===== config.mk =====
export PLATFORM = sky130hd
export DESIGN_NAME = divider_integer_iterative
export DESIGN_NICKNAME = d
export VERILOG_FILES = /design/src/rtl/divider_integer_iterative.sv
export SDC_FILE = /design/constraint.sdc
export NUM_CORES = 1
export LEC_CHECK = 0
export ABC_AREA = 1
export BUFFER_PORTS_ARGS = -buffer_cell sky130_fd_sc_hd__buf_2
export CAP_MARGIN = 20
export CELL_PAD_IN_SITES_DETAIL_PLACEMENT = 1
export CELL_PAD_IN_SITES_GLOBAL_PLACEMENT = 1
export CORE_MARGIN = 2
export CORE_UTILIZATION = 40
export CTS_CLUSTER_SIZE = 12
export DETAILED_ROUTE_END_ITERATION = 6
export GPL_TIMING_DRIVEN = 0
export PLACE_DENSITY = 0.81
export SETUP_SLACK_MARGIN = 0.05
export SLEW_MARGIN = 20
export SYNTH_ARGS = -nofsm -noshare
export SYNTH_HDL_FRONTEND = slang
export SYNTH_SLANG_ARGS = --single-unit

===== constraint.sdc =====
create_clock -name clock -period 5.6 [get_ports clock]
set_clock_uncertainty 0.15 [all_clocks]
set_input_delay 1.12 -clock clock [delete_from_list [all_inputs] [get_ports clock]]
set_output_delay 1.12 -clock clock [all_outputs]
set_load 0.005 [all_outputs]

===== src/rtl/divider_integer_iterative.sv =====
// divider_integer_iterative -- iterative restoring integer divider.
//
// One division in flight at a time. Operands are accepted on an input
// ready/valid handshake, reduced to magnitudes, divided by STEPS_PER_CYCLE
// restoring steps per clock, sign-corrected and presented on an output
// ready/valid handshake. Quotient truncates toward zero; the remainder takes
// the sign of the dividend in signed mode.
//
// Parameters
//   WORD_WIDTH      operand/result width (>= 2)
//   STEPS_PER_CYCLE quotient bits resolved per clock (must divide WORD_WIDTH)
//
// Ports
//   clock          rising-edge clock
//   clear_n        async active-low reset
//   input_valid/_ready   operand handshake (ready only in IDLE)
//   is_signed      1 = two's-complement operands, sampled with operands
//   dividend, divisor    operands
//   output_valid/_ready  result handshake (valid only in DONE)
//   quotient, remainder  results (zero outside DONE)
//   divide_by_zero, overflow  exception flags, meaningful only in DONE

// One restoring step: shift the next dividend bit into the partial remainder,
// trial-subtract the divisor, keep the difference if it did not borrow, and
// shift the resulting quotient bit into the low end of the dividend register.
module divider_integer_iterative_step #(
  parameter int W = 8
) (
  input  logic [W-1:0] rem_i,
  input  logic [W-1:0] num_i,
  input  logic [W-1:0] den_i,
  output logic [W-1:0] rem_o,
  output logic [W-1:0] num_o
);
  logic [W:0] shifted;
  logic [W:0] diff;
  logic       qbit;

  // rem_i < den_i, so shifted < 2*den_i and the W+1-bit difference has its
  // top bit set exactly when the trial subtraction goes negative.
  assign shifted = {rem_i, num_i[W-1]};
  assign diff    = shifted - {1'b0, den_i};
  assign qbit    = ~diff[W];
  assign rem_o   = qbit ? diff[W-1:0] : shifted[W-1:0];
  assign num_o   = {num_i[W-2:0], qbit};
endmodule

module divider_integer_iterative #(
  parameter int WORD_WIDTH      = 8,
  parameter int STEPS_PER_CYCLE = 1
) (
  input  logic                  clock,
  input  logic                  clear_n,
  input  logic                  input_valid,
  output logic                  input_ready,
  input  logic                  is_signed,
  input  logic [WORD_WIDTH-1:0] dividend,
  input  logic [WORD_WIDTH-1:0] divisor,
  output logic                  output_valid,
  input  logic                  output_ready,
  output logic [WORD_WIDTH-1:0] quotient,
  output logic [WORD_WIDTH-1:0] remainder,
  output logic                  divide_by_zero,
  output logic                  overflow
);
  localparam int W     = WORD_WIDTH;
  localparam int SPC   = STEPS_PER_CYCLE;
  localparam int NITER = W / SPC;
  localparam int CW    = $clog2(NITER + 1);
  localparam logic [W-1:0] MOST_NEG = {1'b1, {(W-1){1'b0}}};

  typedef enum logic [1:0] {
    ST_IDLE = 2'd0,
    ST_CALC = 2'd1,
    ST_DONE = 2'd2
  } state_e;

  state_e        state_q, state_d;
  // num_q holds the dividend magnitude; quotient bits shift in from the
  // bottom as dividend bits leave the top, so it ends up as the quotient.
  logic [W-1:0]  num_q, num_d;
  logic [W-1:0]  den_q, den_d;
  logic [W-1:0]  prem_q, prem_d;
  logic [CW-1:0] cnt_q, cnt_d;
  logic          qneg_q, qneg_d;
  logic          rneg_q, rneg_d;
  logic          dbz_q, dbz_d;
  logic          ovf_q, ovf_d;

  // Operand magnitudes and signs, evaluated on the raw inputs.
  logic          a_neg, b_neg;
  logic [W-1:0]  a_mag, b_mag;
  logic          is_ovf;

  assign a_neg  = is_signed & dividend[W-1];
  assign b_neg  = is_signed & divisor[W-1];
  assign a_mag  = a_neg ? (~dividend + 1'b1) : dividend;
  assign b_mag  = b_neg ? (~divisor + 1'b1) : divisor;
  assign is_ovf = is_signed && (dividend == MOST_NEG) && (divisor == '1);

  // Chain of restoring steps evaluated combinationally each CALC cycle.
  logic [SPC:0][W-1:0] chain_rem;
  logic [SPC:0][W-1:0] chain_num;

  assign chain_rem[0] = prem_q;
  assign chain_num[0] = num_q;

  for (genvar s = 0; s < SPC; s++) begin : g_step
    divider_integer_iterative_step #(.W(W)) u_step (
      .rem_i (chain_rem[s]),
      .num_i (chain_num[s]),
      .den_i (den_q),
      .rem_o (chain_rem[s+1]),
      .num_o (chain_num[s+1])
    );
  end

  always_ff @(posedge clock or negedge clear_n) begin
    if (!clear_n) begin
      state_q <= ST_IDLE;
      num_q   <= '0;
      den_q   <= '0;
      prem_q  <= '0;
      cnt_q   <= '0;
      qneg_q  <= 1'b0;
      rneg_q  <= 1'b0;
      dbz_q   <= 1'b0;
      ovf_q   <= 1'b0;
    end else begin
      state_q <= state_d;
      num_q   <= num_d;
      den_q   <= den_d;
      prem_q  <= prem_d;
      cnt_q   <= cnt_d;
      qneg_q  <= qneg_d;
      rneg_q  <= rneg_d;
      dbz_q   <= dbz_d;
      ovf_q   <= ovf_d;
    end
  end

  always_comb begin
    state_d = state_q;
    num_d   = num_q;
    den_d   = den_q;
    prem_d  = prem_q;
    cnt_d   = cnt_q;
    qneg_d  = qneg_q;
    rneg_d  = rneg_q;
    dbz_d   = dbz_q;
    ovf_d   = ovf_q;

    unique case (state_q)
      ST_IDLE: begin
        if (input_valid) begin
          num_d  = a_mag;
          den_d  = b_mag;
          prem_d = '0;
          cnt_d  = CW'(NITER);
          qneg_d = a_neg ^ b_neg;
          rneg_d = a_neg;
          dbz_d  = 1'b0;
          ovf_d  = 1'b0;
          if (divisor == '0) begin
            // Final values stored directly; sign correction disabled.
            num_d   = '1;
            prem_d  = dividend;
            qneg_d  = 1'b0;
            rneg_d  = 1'b0;
            dbz_d   = 1'b1;
            state_d = ST_DONE;
          end else if (is_ovf) begin
            num_d   = MOST_NEG;
            prem_d  = '0;
            qneg_d  = 1'b0;
            rneg_d  = 1'b0;
            ovf_d   = 1'b1;
            state_d = ST_DONE;
          end else begin
            state_d = ST_CALC;
          end
        end
      end
      ST_CALC: begin
        num_d  = chain_num[SPC];
        prem_d = chain_rem[SPC];
        cnt_d  = cnt_q - CW'(1);
        if (cnt_q == CW'(1)) state_d = ST_DONE;
      end
      ST_DONE: begin
        if (output_ready) state_d = ST_IDLE;
      end
      default: state_d = ST_IDLE;
    endcase
  end

  logic in_done;
  assign in_done = (state_q == ST_DONE);

  assign input_ready    = (state_q == ST_IDLE);
  assign output_valid   = in_done;
  assign quotient       = in_done ? (qneg_q ? (~num_q + 1'b1) : num_q) : '0;
  assign remainder      = in_done ? (rneg_q ? (~prem_q + 1'b1) : prem_q) : '0;
  assign divide_by_zero = in_done & dbz_q;
  assign overflow       = in_done & ovf_q;
endmodule

[After elaboration in Yosys (flattened, before gate mapping)]
Cells that the tools add are included.
Cells by class
  add/subtract/negate cells: 6
  equal/unequal tests: 8
  muxes and demuxes: 29
  bitwise logic cells: 10
  reductions and logical operators: 8
Operators with widths (number)
  8-bit two-way mux: 12
  8-bit by 1-bit adder with 8-bit output (second input constant): 4
  8-bit inverter: 4
  8-bit one-hot mux with 2 select lines: 2
  8-bit == test (second input constant): 2
  2-bit two-way mux: 5
  9-bit by 8-bit subtractor with 9-bit output: 1
  8-bit zero test: 1
  4-bit one-hot mux with 2 select lines: 1
  1-bit two-way mux: 7
  2-bit != test (second input constant): 3
  2-bit one-hot mux with 3 select lines: 1
  1-bit bitwise AND: 4
  4-bit by 1-bit == test with 1-bit output (second input constant): 1
  4-bit two-way mux: 1
  2-bit AND reduction: 2
  4-bit by 1-bit subtractor with 4-bit output (second input constant): 1
  3-bit AND reduction: 1
  2-bit by 1-bit == test with 1-bit output (second input constant): 1
  2-bit == test (second input constant): 1
  1-bit logical AND: 2
  2-bit zero test: 1
  2-bit nonzero test: 1
  1-bit inverter: 1
  1-bit bitwise XOR: 1
Storage, ports and cells
  register bits after elaboration: 34
  bits of input ports: 21
  output and inout bits: 20
  logic and storage cells: 70

[Longest topological paths before layout]
Gate-level depths: netlist of the first run.
  depth after elaboration: 7
  mapped depth: 13
  mapped depth without buffers: 13

[Hierarchy]
Synthesis of the first run repeated with hierarchy kept, for this count alone.
Second synthesis, totals
  cell total of the unflattened synthesis: 440
  area total of the unflattened synthesis: 2931.6 µm²
Modules (own cells, without submodules)
  divider_integer_iterative: instances 1, cells each 327, area an instance 2280.9 µm², seq. area each 850.8 µm²
  divider_integer_iterative_step: instances 1, cells each 113, area an instance 650.6 µm², seq. area each 0.0 µm²

[Worst setup path after synthesis of the first run]
OpenSTA, ideal clock, no wires.
  path type: flip-flop to output port
  start: register prem_q[0]
  end: output remainder[6]
  data arrival time: 1.280 ns
  data required time: 4.330 ns
  setup slack: 3.050 ns
  cell stages (with the launch flop): 8
  cell sequence: dfrtp_1 -> inv_1 -> ha_1 -> inv_1 -> nor3_1 -> nand3_1 -> and3_1 -> nor3_1
Between the ends
  longest elaborated chain between the ends: 4
Ends and longest elaborated chain
  from (decl): RTL line 83  | logic [W-1:0] prem_q, prem_d;
  from (signal assigned): RTL line 133  | prem_q <= prem_d;
  8-bit inverter: RTL line 203  | assign remainder = in_done ? (rneg_q ? (~prem_q + 1'b1) : prem_q) : '0;
  8-bit by 1-bit adder with 8-bit output: RTL line 203
  8-bit two-way mux (2 in series): RTL line 203
  to (decl): RTL line 62  | output logic [WORD_WIDTH-1:0] remainder,
No other way between the ends.

[Final worst setup path of the first run]
Ends and elaborated chain as after synthesis.

==> impl_metrics.py, run 1 <==
metrics = {
    "clocking": {
        "cts_made_buffers": 5,
        "postCtsHoldBufs": 0,
        "clk_latency_ns": 0.30,
        "clk_pin_slew_ns": 0.07,
        "cts_sinks": 34,
        "cts.htree.levels": 2,
        "cts_buffer_depth": 2,
        "cts_setup_buffers": 0,
        "tritoncts": "built",
        "post_cts_resize_count": 0,
        "cts-root-buf": "clkbuf_8",
    },
    "grt": {
        "grt_use_met3": 0.0373,
        "overflow": 0,
        "top_usage_layer": "met2",
        "grt_use_total": 0.239,
        "grt_max_degree": 35,
        "met1_usage": 0.313,
        "grt_pass1_wl_um": 14300,
        "grtUsageMet2": 0.405,
        "grt_pass1_vias": 2944,
        "antenna_found_initial": 0,
    },
    "timing": {
        "drv_slew": 0,
        "period_needed_ns": 3.14,
        "hold_violations": 0,
        "max_freq_mhz": 318,
        "tns_ns": 0,
        "slew_headroom": 0.458,
        "setup_viol": 0,
        "rsz0062_at_grt": "no",
        "worst_pin_slew_ns": 0.813,
        "post-route-period-util": 0.561,
    },
    "route": {
        "wl_per_cell_um": 15.7,
        "drtIter0Drc": 112,
        "viasPerCell": 5.30,
        "detail-route-antenna-nets": 0,
        "dr_total_vias": 2921,
        "drt_first_pass_iters": 4,
        "route.detailed.drc": 0,
        "drt-total-wl_um": 8640,
    },
    "die": {
        "std_cell_rows": 30,
        "die_h_um": 88.5,
        "ios": 41,
        "core-area_mm2": 0.00687,
        "start_util": 0.416,
        "dieWidth_um": 88.5,
        "die_area_mm2": 0.00783,
    },
    "logic_synthesis": {
        "yosys_warnings": 0,
        "ys_top_cells_by_area": "dfrtp_1 (30%), nand2_1 (11%), inv_1 (8.3%), ha_1 (6.6%), o21ai_0 (6.1%)",
        "postSynthAreaPerCell_um2": 7.02,
        "synth_cell_types": 39,
        "synthCells": 407,
        "ys_seq_area_frac": 0.298,
        "yosysTopAreaCell": "dfrtp_1",
        "synth_nets": 444,
        "ys_ff_latch": 34,
        "syn_area_mm2": 0.00286,
        "synth.top_cell.area_share": 0.298,
    },
    "worst_setup_path": {
        "cp_top_family": "simple AND/OR/NAND/NOR gates",
        "crit_chain": "inv_1 > ha_1 > inv_1 > nor3_1 > nand3_1 > and3_1 > nor3_1 > buf_2",
        "worstPathRequired_ns": 4.33,
        "cp.arrival_ns": 1.87,
        "end_kind": "primary output",
        "worstSetupStartpointType": "flop",
        "critPathKind": "reg -> out",
        "slowest_delay_ns": 0.45,
        "critPathBufInv": 3,
        "slowest_stage": "dfrtp_1",
        "critPathMaxFanout": 4,
    },
    "pwr": {
        "p_leak_nw": 1.75,
        "p_int_uw": 970,
        "clkPwrFrac": 0.110,
        "power_frac_comb": 0.653,
        "power_density_mw_per_mm2": 620,
        "p_sw_mw": 1.07,
        "p_sw_frac": 0.524,
        "p_seq_frac": 0.237,
        "vdd_drop_max_mv": 0.228,
    },
    "cells_and_area": {
        "layout.cells.non_filler": 551,
        "n_antenna_cell": 0,
        "nets": 491,
        "drive_gt1_frac": 0.187,
        "synthToLayoutAreaGrowth_pct": 15.1,
    },
    "placement": {
        "port_buffers": 40,
        "dp.cells": 543,
        "dpl.hpwl_um": 6890,
        "place.gp.congestion": 0.861,
    },
    "run_status": {
        "status": "finished clean",
    },
    "min_path": {
        "min_path_type": "reg -> reg",
    },
    "job": {
        "maxCapViolCount": 0,
    },
}
[through the flow]
step	hold slack [ns]	area (um^2)	total power, mW	setup WS, ns	utilization
after floorplan	0.302	2860	1.44	3.05	-
after global placement	0.316	3180	1.73	2.79	0.462
after detailed placement	0.325	3180	1.81	2.76	0.462
after CTS	0.343	3290	2.04	2.43	0.479
after global routing	0.375	3290	2.25	2.25	0.479
final	0.337	3290	2.04	2.46	0.479
[layer usage]
metal	vias to the layer above	part of all wire
li1	1436	-
met1	1414	0.46
met2	60	0.48
met3	11	0.037
met4	0	0.017
met5	-	0
[final timing paths]
| kind | from | endpoint | slack, ns | cells after the start |
|---|---|---|---|---|
| max reg2reg | num_q[7]$_DFFE_PN0P_ | prem_q[1]$_DFFE_PN0P_ | 3.28 | 13 |
| max | prem_q[0]$_DFFE_PN0P_ | remainder[6] | 2.46 | 8 |
| max in group asynchronous | clear_n | den_q[1]$_DFFE_PN0P_ | 4.03 | 1 |
| min reg2reg | den_q[2]$_DFFE_PN0P_ | den_q[2]$_DFFE_PN0P_ | 0.34 | 2 |
| min | den_q[2]$_DFFE_PN0P_ | den_q[2]$_DFFE_PN0P_ | 0.34 | 2 |
| min in group asynchronous | clear_n | num_q[3]$_DFFE_PN0P_ | 0.74 | 1 |
[sequential cells by signal, indices dropped and copies added, names as in the netlist]
name,cells
qneg_q,1
rneg_q,1
num_q,8
prem_q,8
ovf_q,1
dbz_q,1
state_q,2
cnt_q,4
den_q,8
[power by group through the flow]
stage	registers, mW	logic (mW)	clock network, mW
global route	0.499	1.51	0.241
floorplan	0.447	0.996	0
detailed placement	0.486	1.32	0
finish	0.482	1.33	0.225
CTS	0.482	1.33	0.228
global placement	0.477	1.26	0
[placed cells by master (no fill, tap or decap), drive strengths merged, types with 9 or more instances in the layout]
cell,synthesis,final
dfrtp,34,34
nand4,9,9
inv,69,69
buf,6,46
nand2,92,92
nor3,15,15
ha,15,15
nor2,36,36
a21oi,25,25
o21ai,39,39
nand3,28,28
[cell type report]
cell class / instances / area, um^2
flip-flops and latches: 34 / 851
clock buffers: 8 / 110
fillers: 924 / 3580
repair buffers: 40 / 200
plain buffers: 6 / 48.8
well taps: 96 / 120
inverters: 70 / 270
multi-input cells: 297 / 1690
[synthesized netlist by cell type (all sizes together)]
library cell  instances
fa                    1
inv                  69
a31oi                 3
ha                   15
a32oi                 5
buf                   6
or2                   2
xnor2                 3
dfrtp                34
nand2                92
nor2                 36
nand3                28
nor3                 15
xor2                  8
o21ai                39
o211ai                3
o2111ai               1
o22ai                 3
a21oi                25
a21boi                6
and3                  3
nand4                 9
clkinv                1
[worst register-to-register path, delay by kind of cell (launching register included)]
kind	cells	cell delay (ns)
buffers and inverters	2	0.18
AND/OR/NAND/NOR	8	0.77
adder cells (fa/ha/maj)	2	0.54
AO/OA/AOI/OAI	1	0.18
flip-flops	1	0.41
[cell families (layout without fill, tap and decap cells)]
| family | Yosys count | after routing | synth area share |
|---|---|---|---|
| simple gates | 185 | 185 | 0.313 |
| fa+ha+maj | 16 | 16 | 0.0727 |
| compound gates | 85 | 85 | 0.171 |
| xor+xnor | 11 | 11 | 0.0337 |
| buf+inv | 76 | 124 | 0.112 |
| flops | 34 | 34 | 0.298 |
(Power assumes the default switching activity.)
==> run 2, diff against run 1 <==
--- a/config.mk
+++ b/config.mk
@@ -11,7 +11,7 @@
 export CELL_PAD_IN_SITES_DETAIL_PLACEMENT = 1
 export CELL_PAD_IN_SITES_GLOBAL_PLACEMENT = 1
 export CORE_MARGIN = 2
-export CORE_UTILIZATION = 40
+export CORE_UTILIZATION = 38
 export CTS_CLUSTER_SIZE = 12
 export DETAILED_ROUTE_END_ITERATION = 6
 export GPL_TIMING_DRIVEN = 0
==> constraint.sdc (replaced) <==
create_clock -name clock -period 2.8 [get_ports clock]
set_clock_uncertainty 0.15 [all_clocks]
set_input_delay 0.56 -clock clock [delete_from_list [all_inputs] [get_ports clock]]
set_output_delay 0.56 -clock clock [all_outputs]
set_load 0.005 [all_outputs]
==> impl_metrics.py, run 2 (synthesized netlist as in run 1, its figures left out) <==
metrics = {
    "pwr": {
        "p_sw_mw": 2.11,
        "vdd_drop_max_mv": 0.290,
        "p_leak_nw": 1.75,
        "clkPwrFrac": 0.109,
        "p_seq_frac": 0.239,
        "total_power_mw": 4.05,
        "p_sw_frac": 0.522,
        "p_int_mw": 1.94,
        "power_frac_comb": 0.652,
        "power_density_mw_per_mm2": 1230,
    },
    "timing": {
        "rsz0062_at_grt": "no",
        "max_freq_mhz": 387,
        "holdWs_ns": 0.196,
        "drv_slew": 0,
        "worst_slack_ns": 0.217,
        "period_needed_ns": 2.58,
        "tns_ns": 0,
        "post-route-period-util": 0.923,
        "worst_pin_slew_ns": 0.808,
        "hold_violations": 0,
        "slew_headroom": 0.461,
        "setup_viol": 0,
    },
    "cells_and_area": {
        "drive_gt1_frac": 0.189,
        "final_common_cell": "nand2_1",
        "nets": 491,
        "layout.cells.non_filler": 554,
        "synthToLayoutAreaGrowth_pct": 15.4,
        "final_core_util": 0.454,
        "top_regs": "den_q x8, num_q x8, prem_q x8",
        "fin_area_mm2": 0.00330,
        "mostFrequentLayoutCells": "nand2_1 (81), inv_1 (63), buf_2 (43)",
        "n_antenna_cell": 0,
    },
    "worst_setup_path": {
        "cp-endpoint": "remainder[6]",
        "rrSetupSlack_ns": 0.48,
        "r2r-end": "prem_q[2]$_DFFE_PN0P_",
        "worstPathRequired_ns": 2.09,
        "r2r_cells": 12,
        "worstSetupStartpointType": "flop",
        "critPathMaxFanout": 4,
        "setup.worst_path.start": "prem_q[0]$_DFFE_PN0P_",
        "critPathKind": "reg -> out",
        "cp.arrival_ns": 1.87,
        "end_kind": "primary output",
        "r2r_start": "num_q[7]$_DFFE_PN0P_",
    },
    "clocking": {
        "cts-root-buf": "clkbuf_8",
        "cts_made_buffers": 5,
        "clk_latency_ns": 0.30,
        "cts_sinks": 34,
        "tritoncts": "built",
        "cts.htree.levels": 2,
        "cts_buffer_depth": 2,
        "clk_pin_slew_ns": 0.08,
    },
    "placement": {
        "place.gp.congestion": 0.834,
        "dpl_cell_area_mm2": 0.00318,
        "port_buffers": 40,
        "dpl.hpwl_um": 6850,
        "pre_cts_slack_ns": 0.527,
        "dp.cells": 546,
    },
    "route": {
        "drt-total-wl_um": 8670,
        "wl_per_cell_um": 15.7,
        "drt_first_pass_iters": 4,
        "drtIter0Drc": 159,
        "viasPerCell": 5.31,
        "dr_total_vias": 2940,
        "detail-route-antenna-nets": 0,
        "route.detailed.drc": 0,
    },
    "run_status": {
        "status": "finished clean",
    },
    "die": {
        "std_cell_rows": 31,
        "die_h_um": 90.7,
        "start_util": 0.394,
        "ios": 41,
        "dieWidth_um": 90.7,
        "die_area_mm2": 0.00823,
        "core-area_mm2": 0.00725,
    },
    "grt": {
        "grt_max_degree": 35,
        "grt_pass1_vias": 3124,
        "antenna_found_initial": 0,
        "overflow": 0,
        "grt_use_total": 0.228,
        "grt_pass1_wl_um": 15200,
    },
    "job": {
        "maxCapViolCount": 0,
    },
    "min_path": {
        "min_path_type": "in -> async",
    },
}
[run 2: power groups by stage]
stage | combinational (mW) | sequential [mW] | clock, mW
after floorplan | 1.99 | 0.894 | 0
after global placement | 2.51 | 0.958 | 0
after detailed placement | 2.63 | 0.972 | 0
after CTS | 2.66 | 0.963 | 0.448
after global routing | 3.04 | 1.00 | 0.467
final | 2.64 | 0.967 | 0.443
[run 2: worst min-delay path by stage]
stage / start / end / slack [ns] / depth (start not counted)
4_1_cts: clear_n / prem_q[0]$_DFFE_PN0P_ / 0.21 / 1
5_1_grt: clear_n / cnt_q[2]$_DFFE_PN0P_ / 0.25 / 1
3_5_place_dp: den_q[3]$_DFFE_PN0P_ / den_q[3]$_DFFE_PN0P_ / 0.33 / 2
3_3_place_gp: den_q[3]$_DFFE_PN0P_ / den_q[3]$_DFFE_PN0P_ / 0.32 / 2
6_report: clear_n / num_q[2]$_DFFE_PN0P_ / 0.20 / 1
2_1_floorplan: clear_n / cnt_q[0]$_DFFE_PN0P_ / 0.11 / 0
[run 2: critical path: stages (launching register included)]
cell     delay (ns)
dfrtp_1        0.45
inv_1          0.16
ha_1           0.16
inv_1          0.05
nor3_1         0.21
nand3_1        0.13
and3_1         0.16
nor3_1         0.12
buf_2          0.14
[run 2: layout make-up]
cell class	count	area, um^2
well taps	99	124
clock buffers	8	110
fillers	998	3960
multi-input cells	297	1690
repair buffers	40	200
flip-flops and latches	34	851
plain buffers	6	48.8
inverters	70	270
[run 2: what timing repair did]
action | 4_1_cts | 5_1_grt
hold buffers | 0 | 0
setup endpoints to repair | 0 | 1
resized for setup | 0 | 1
buffers inserted | 0 | 0
[run 2: per-layer routing]
metal	global-route usage	wire length, um
met1	0.302	3990
met3	0.0334	349
met2	0.381	4180
met4	0.0744	160
met5	0	0
==> run 3, diff against run 2 <==
==> constraint.sdc (replaced) <==
create_clock -name clock -period 2.8 [get_ports clock]
set_clock_uncertainty 0.15 [all_clocks]
set_input_delay 0.42 -clock clock [delete_from_list [all_inputs] [get_ports clock]]
set_output_delay 0.42 -clock clock [all_outputs]
set_load 0.005 [all_outputs]
==> impl_metrics.py, run 3 (synthesized netlist as in run 1, its figures left out) <==
metrics = {
    "die": {
        "die_h_um": 90.7,
        "core-area_mm2": 0.00725,
        "start_util": 0.394,
        "std_cell_rows": 31,
        "ios": 41,
        "die_area_mm2": 0.00823,
        "dieWidth_um": 90.7,
    },
    "worst_setup_path": {
        "setup.worst_path.start": "prem_q[0]$_DFFE_PN0P_",
        "critPathMaxFanout": 4,
        "worstPathRequired_ns": 2.23,
        "worstSetupStartpointType": "flop",
        "r2r_start": "num_q[7]$_DFFE_PN0P_",
        "cp.arrival_ns": 1.87,
        "rrSetupSlack_ns": 0.48,
        "critPathKind": "reg -> out",
        "end_kind": "primary output",
    },
    "cells_and_area": {
        "final_common_cell": "nand2_1",
        "nets": 491,
        "final_core_util": 0.454,
        "top_regs": "den_q x8, num_q x8, prem_q x8",
        "n_antenna_cell": 0,
        "mostFrequentLayoutCells": "nand2_1 (81), inv_1 (63), buf_2 (43)",
        "layout.cells.non_filler": 554,
        "drive_gt1_frac": 0.187,
        "fin_area_mm2": 0.00329,
        "synthToLayoutAreaGrowth_pct": 15.2,
    },
    "pwr": {
        "p_seq_frac": 0.238,
        "power_frac_comb": 0.652,
        "total_power_mw": 4.04,
        "p_int_mw": 1.94,
        "clkPwrFrac": 0.109,
        "p_leak_nw": 1.75,
        "vdd_drop_max_mv": 0.290,
        "p_sw_mw": 2.11,
        "power_density_mw_per_mm2": 1230,
        "p_sw_frac": 0.521,
    },
    "grt": {
        "grt_pass1_vias": 3124,
        "overflow": 0,
        "grt_max_degree": 35,
        "grt_use_total": 0.228,
        "antenna_found_initial": 0,
        "grt_pass1_wl_um": 15200,
    },
    "clocking": {
        "clk_latency_ns": 0.30,
        "cts.htree.levels": 2,
        "tritoncts": "built",
        "post_cts_resize_count": 0,
        "cts_sinks": 34,
        "cts_buffer_depth": 2,
        "clk_pin_slew_ns": 0.08,
        "cts_made_buffers": 5,
        "cts-root-buf": "clkbuf_8",
        "postCtsHoldBufs": 0,
        "cts_setup_buffers": 0,
    },
    "route": {
        "drtIter0Drc": 155,
        "detail-route-antenna-nets": 0,
        "route.detailed.drc": 0,
        "dr_total_vias": 2923,
        "wl_per_cell_um": 15.6,
        "viasPerCell": 5.28,
        "drt_first_pass_iters": 4,
        "drt-total-wl_um": 8640,
    },
    "timing": {
        "max_freq_mhz": 409,
        "holdWs_ns": 0.0564,
        "period_needed_ns": 2.44,
        "setup_viol": 0,
        "rsz0062_at_grt": "no",
        "hold_violations": 0,
        "slew_headroom": 0.461,
        "drv_slew": 0,
        "worst_pin_slew_ns": 0.809,
        "worst_slack_ns": 0.357,
        "post-route-period-util": 0.872,
        "tns_ns": 0,
    },
    "placement": {
        "dpl_cell_area_mm2": 0.00318,
        "pre_cts_slack_ns": 0.530,
        "place.gp.congestion": 0.834,
        "dp.cells": 546,
        "dpl.hpwl_um": 6850,
        "port_buffers": 40,
    },
    "min_path": {
        "min_path_type": "in -> async",
    },
    "run_status": {
        "status": "finished clean",
    },
    "job": {
        "maxCapViolCount": 0,
    },
}
run 3: cell type report:
cell class	instances	area (um^2)
Tap cell	99	124
Buffer	6	48.8
Clock buffer	8	110
Fill cell	998	3960
Multi-Input combinational cell	297	1690
Timing Repair Buffer	40	200
Inverter	70	270
Sequential cell	34	851
run 3: critical path: stages (launching register included):
cell and delay, ns:
dfrtp_1 0.45, inv_1 0.16, ha_1 0.16, inv_1 0.05
nor3_1 0.21, nand3_1 0.13, and3_1 0.16, nor3_1 0.12
buf_2 0.14
run 3: power by group through the flow:
| stage | clock (mW) | combinational, mW | sequential, mW |
|---|---|---|---|
| after detailed placement | 0 | 2.63 | 0.972 |
| after floorplan | 0 | 1.99 | 0.894 |
| final | 0.442 | 2.64 | 0.964 |
| after CTS | 0.448 | 2.66 | 0.963 |
| after global routing | 0.467 | 3.04 | 0.999 |
| after global placement | 0 | 2.51 | 0.958 |
run 3: final timing paths:
path                                    endpoint  cells after the start
min in group clock          den_q[0]$_DFFE_PN0P_                      3
min reg2reg                 den_q[3]$_DFFE_PN0P_                      2
max reg2reg                prem_q[2]$_DFFE_PN0P_                     12
max in group asynchronous  prem_q[3]$_DFFE_PN0P_                      1
max                                 remainder[6]                      8
min                         num_q[2]$_DFFE_PN0P_                      1
run 3: metal layers:
layer	GRT usage	vias up	wire, um
met5	0	-	0
met4	0.0744	0	160
met3	0.0334	13	309
met2	0.381	65	4150
met1	0.302	1403	4020
li1	-	1442	-
